[src/rtl/down_counter_sync_pkg.sv]
//------------------------------------------------------------------------------
// Module  : down_counter_sync_pkg
// Brief   : Shared constants for the free-running down counter.
// Revision: 1.0 - initial release
//------------------------------------------------------------------------------
`default_nettype none

package down_counter_sync_pkg;

  localparam int c_DEFAULT_WIDTH = 4;
  localparam int c_MAX_WIDTH     = 32;

endpackage : down_counter_sync_pkg

`default_nettype wire

[src/rtl/down_counter_sync_if.sv]
//------------------------------------------------------------------------------
// Module  : down_counter_sync_if
// Brief   : Count-value bus from the down counter to its consumers.
// Revision: 1.0 - initial release
//------------------------------------------------------------------------------
`default_nettype none

interface down_counter_sync_if
  import down_counter_sync_pkg::*;
#(
  parameter int WIDTH = c_DEFAULT_WIDTH
);

  logic [WIDTH-1:0] q;

  modport master (output q);
  modport slave  (input  q);

endinterface : down_counter_sync_if

`default_nettype wire

[src/rtl/down_counter_sync.sv]
//------------------------------------------------------------------------------
// Module  : down_counter_sync
// Brief   : Free-running binary down counter, synchronous active-high reset.
// Revision: 1.0 - initial release
//------------------------------------------------------------------------------
`default_nettype none

module down_counter_sync
  import down_counter_sync_pkg::*;
#(
  parameter int               WIDTH       = c_DEFAULT_WIDTH,
  parameter logic [WIDTH-1:0] RESET_VALUE = {WIDTH{1'b1}}
)(
  input  wire logic             clk,
  input  wire logic             reset,
  down_counter_sync_if.master   cnt
);

  generate
    if (WIDTH < 1 || WIDTH > c_MAX_WIDTH) begin : g_bad_width
      $error("down_counter_sync: WIDTH must be in 1..32");
    end
  endgenerate

  logic [WIDTH-1:0] r_count;

  // Borrow out of the subtraction is dropped, giving the 0 -> all-ones wrap.
  always_ff @(posedge clk) begin
    if (reset) begin
      r_count <= RESET_VALUE;
    end else begin
      r_count <= r_count - WIDTH'(1);
    end
  end

  assign cnt.q = r_count;

endmodule : down_counter_sync

`default_nettype wire

[src/flat_wrapper.sv]
// flat-port wrapper written by rule: the top's interface ports become plain ports
module down_counter_sync_flat import down_counter_sync_pkg::*;
#(
  parameter int               WIDTH       = c_DEFAULT_WIDTH,
  parameter logic [WIDTH-1:0] RESET_VALUE = {WIDTH{1'b1}}
)
  (clk, reset, cnt_q);
  down_counter_sync_if #(.WIDTH(WIDTH)) cnt_i ();
  input  wire logic clk;
  input  wire logic reset;
  output wire logic [$bits(cnt_i.q)-1:0] cnt_q;
  assign cnt_q = cnt_i.q;
  down_counter_sync #(.WIDTH(WIDTH), .RESET_VALUE(RESET_VALUE)) u_core (.clk(clk), .reset(reset), .cnt(cnt_i));
endmodule
[config.mk]
export PLATFORM = sky130hd
export DESIGN_NAME = down_counter_sync_flat
export DESIGN_NICKNAME = d
export VERILOG_FILES = /design/src/rtl/down_counter_sync_pkg.sv /design/src/rtl/down_counter_sync_if.sv /design/src/rtl/down_counter_sync.sv /design/src/flat_wrapper.sv
export SDC_FILE = /design/constraint.sdc
export NUM_CORES = 1
export LEC_CHECK = 0
export CAP_MARGIN = 40
export CORE_AREA = 5 5 42 44
export CTS_CLUSTER_DIAMETER = 120
export DETAILED_ROUTE_END_ITERATION = 12
export DIE_AREA = 0 0 47 49
export DONT_BUFFER_PORTS = 1
export GPL_TIMING_DRIVEN = 0
export PLACE_DENSITY_LB_ADDON = 0.15
export SLEW_MARGIN = 30
export SYNTH_ARGS = -nofsm -noshare
export SYNTH_HDL_FRONTEND = slang
export SYNTH_SLANG_ARGS = --single-unit
[constraint.sdc]
create_clock -name clk -period 2.5 [get_ports clk]
set_input_delay 0.125 -clock clk [delete_from_list [all_inputs] [get_ports clk]]
set_output_delay 0.125 -clock clk [all_outputs]
set_load 0.03 [all_outputs]
* After elaboration in Yosys (flattened, before gate mapping)
Cells that the tools add are included.
** Storage, ports and cells
- Word-level logic and storage cells :: 2
- Input port bits :: 2
- Flip-flop bits (word level) :: 4
** Cells by class
- Add/subtract/negate cells :: 1
** Operators with widths (number)
- 4-bit by 1-bit subtractor with 4-bit output, second input constant :: 1

* Longest topological paths before layout
- Depth in word-level cells :: 1
- Mapped depth :: 4
- Gate-level depth less buffers :: 4

* Worst setup path before layout
No wires, ideal clock.
- Path kind :: register -> register
- Start point :: reg u_core.r_count[0], in the netlist u_core.cnt.q[0]
- End point :: reg u_core.r_count[3], in the netlist u_core.cnt.q[3]
- Clock period less this slack :: 1138 ps
- Arrival :: 1011 ps
- Path slack :: 1362 ps
- Required time :: 2373 ps
- Cell stages (with the launch flop) :: 3
- Cell sequence :: dfxtp_1 o31a_1 or3_1
** On the way
- Word-level cells in the longest chain between the ends :: 1
** Ends and longest elaborated chain
- from (decl) :: line down_counter_sync.sv:25 : logic [WIDTH-1:0] r_count;
- from (signal assigned) :: line down_counter_sync.sv:32 : r_count <= r_count - WIDTH'(1);
- 4-bit by 1-bit subtractor with 4-bit output :: line down_counter_sync.sv:32
No other way between the ends.
A chain may end at the register's enable or synchronous reset.

* Worst setup path in the final report
- Start point :: reg u_core.r_count[0], in the netlist u_core.cnt.q[0]
- End point :: reg u_core.r_count[2], in the netlist u_core.cnt.q[2]
The elaborated chain is that of the path after synthesis.

==> results.sh <==
export IMPL_post_cts_resized=0
export IMPL_critPathMaxStageDelay_ps=560
export IMPL_via_per_inst=3.235
export IMPL_slowest_stage="dfxtp_1"
export IMPL_critPathArrivalTime_ps=1300
export IMPL_multi_input_area_um2=62.56
export IMPL_area_growth_pct=35.00
export IMPL_drv_slew=0
export IMPL_seq_area_um2=80.08
export IMPL_max_freq_mhz=849.9
export IMPL_antenna_found_initial=0
export IMPL_syn_inst=14
export IMPL_setup_tns_ps=0
export IMPL_power_net_switching_mw=0.04097
export IMPL_cap_violations=0
export IMPL_drtIter0Drc=0
export IMPL_io_buffers=0
export IMPL_fin_crit_ps=1177
export IMPL_timing_final_crit_share_pct=47.07
export IMPL_powerDensity_nw_per_um2=830.4
export IMPL_numCtsBuffers=3
export IMPL_drt_first_pass_iters=1
export IMPL_syn_cell_area_um2=150.1
export IMPL_p_sw_share_pct=24.34
export IMPL_critPathMaxFanout=5
export IMPL_vdd_drop_max_mv=0.3567
export IMPL_final_net_count=23
export IMPL_n_antenna_cell=0
export IMPL_totalWireLength_um=283
export IMPL_dieArea_um2=2303
export IMPL_cts_tree="yes"
export IMPL_core_area_um2=1401
export IMPL_synth_seq_area_share_pct=53.33
export IMPL_setup_viol=0
export IMPL_cp_start_kind="flip-flop"
export IMPL_num_rows=14
export IMPL_end_kind="flip-flop"
export IMPL_pwr_share_clk_pct=46.2
export IMPL_cts_sinks=4
export IMPL_synth_fp_nets=17
export IMPL_fin_worst_skew_ps=0.9394
export IMPL_crit_type="flip-flop to flip-flop"
export IMPL_cts_root_buf="clkbuf_4"
export IMPL_required_ps=2620
export IMPL_hold_violations=0
export IMPL_setup_ws_ps=1323
export IMPL_clkTransAtPathRegs_ps=40
export IMPL_seqPwrFrac_pct=48.5
export IMPL_grt_pass1_wl_um=427
export IMPL_combPwrFrac_pct=5.3
export IMPL_grt_use_total_pct=3.383
export IMPL_htreeDepth=1
export IMPL_die_h_um=49
export IMPL_grt_max_degree=6
export IMPL_p_leak_nw=0.08840
export IMPL_io_pins=6
export IMPL_cts_max_path_buffers=2
export IMPL_p_int_mw=0.1274
export IMPL_start_util_pct=10.71
export IMPL_dieWidth_um=47
export IMPL_hold_path_class="input port to flip-flop"
export IMPL_grt_pass1_vias=95
export IMPL_fillCellCount=165
export IMPL_path_cells="inv_1 > ha_1 > xnor2_1 > nand2b_1"
export IMPL_via_count=110
export IMPL_dpl_worst_slack_ps=1311
export IMPL_ys_types=9
export IMPL_avgSynthCellArea_um2=10.72
export IMPL_max_slew_margin_pct=72.06
export IMPL_ys_ff_latch=4
export IMPL_status="finished clean"
export IMPL_routabilityCongestion=0.5583
export IMPL_post_cts_buffers=0
export IMPL_yosysWarnings=0
export IMPL_largest_reg_flops=4
export IMPL_overflow=0
export IMPL_drive_gt1_share_pct=16.67
export IMPL_route_detailed_drc=0
export IMPL_post_drt_wl_per_cell_um=8.324
export IMPL_max_slew_worst_pin_slew_ps=418.5
export IMPL_clkLatencyLatePin_ps=230
export IMPL_ant_nets=0
export IMPL_rsz0062_at_grt="false"
[synth_stat cells]
library cell	instances	area, um^2
nor4_1	1	6.260
or2b_1	1	7.510
nand2b_1	2	12.51
o31a_1	1	8.760
ha_1	1	12.51
xnor2_1	1	8.760
inv_1	2	7.510
or3_1	1	6.260
dfxtp_1	4	80.08
[cell type report]
| cell class | count | area share (%) |
|---|---|---|
| Multi-Input combinational cell | 8 | 30.86 |
| Inverter | 2 | 3.704 |
| Tap cell | 16 | 9.877 |
| Timing Repair Buffer | 1 | 4.938 |
| Clock buffer | 3 | 11.11 |
| Sequential cell | 4 | 39.51 |
[per-layer routing]
| metal | GRT usage (%) | share of wire [%] |
|---|---|---|
| met2 | 2.489 | 35 |
| met1 | 2.863 | 36 |
| met5 | 0 | 0 |
| met3 | 7.749 | 29 |
| met4 | 1.382 | 0 |
[worst paths after layout]
check,start,end,slack [ps],cells after the start
hold reg to reg,u_core.cnt.q[0],u_core.cnt.q[0],660,1
hold / removal,reset,u_core.cnt.q[0],610,2
setup reg to reg,u_core.cnt.q[0],u_core.cnt.q[2],1320,4
setup / recovery,u_core.cnt.q[0],u_core.cnt.q[2],1320,4
[cells by family (layout without fill, tap and decap cells)]
kind of cell	after synthesis	after routing	share of synthesized area (%)
flops	4	4	53.34
xor+xnor	1	1	5.834
buf+inv	2	6	5.002
fa+ha+maj	1	1	8.332
compound gates	1	1	5.834
simple gates	5	5	21.67
[timing repair]
item                                    CTS  global route
endpoints found under the setup margin    0             0
hold buffers                              1             0
endpoints found under the hold margin     4             0
[power groups by stage]
stage | combinational (mW) | clock [mW] | sequential, mW
after floorplan | 0.00670 | 0 | 0.0812
after global placement | 0.00729 | 0 | 0.0829
after detailed placement | 0.00742 | 0 | 0.0830
after CTS | 0.00921 | 0.0830 | 0.0820
after global routing | 0.0107 | 0.0921 | 0.0827
final | 0.00885 | 0.0778 | 0.0817
[placed cells by master, fill, tap and decap left out, drive strengths merged]
cell,count
dlygate4sd3,1
inv,2
or2b,1
nand2b,2
o31a,1
nor4,1
dfxtp,4
clkbuf,3
xnor2,1
or3,1
ha,1
[per-stage QoR]
stage          cells  util, %  cell area (um^2)  hold slack, ps  power (mW)
2_1_floorplan     14        -             150.1           221.4     0.08790
3_3_place_gp      30    12.14             170.2           224.9     0.09023
3_5_place_dp      30    12.14             170.2           226.9     0.09039
4_1_cts           34    14.46             202.7           603.8      0.1741
5_1_grt           34    14.46             202.7           604.0      0.1855
6_report          34    14.46             202.7           609.2      0.1683
[critical path, delay by kind of cell, from the launching register on]
family | cells | cell delay, ps
buffers and inverters | 1 | 90
XOR/XNOR | 1 | 150
flip-flops | 1 | 560
AND/OR/NAND/NOR | 1 | 60
adder cells (fa/ha/maj) | 1 | 210
No activity file was read; power rests on OpenSTA's default activity.
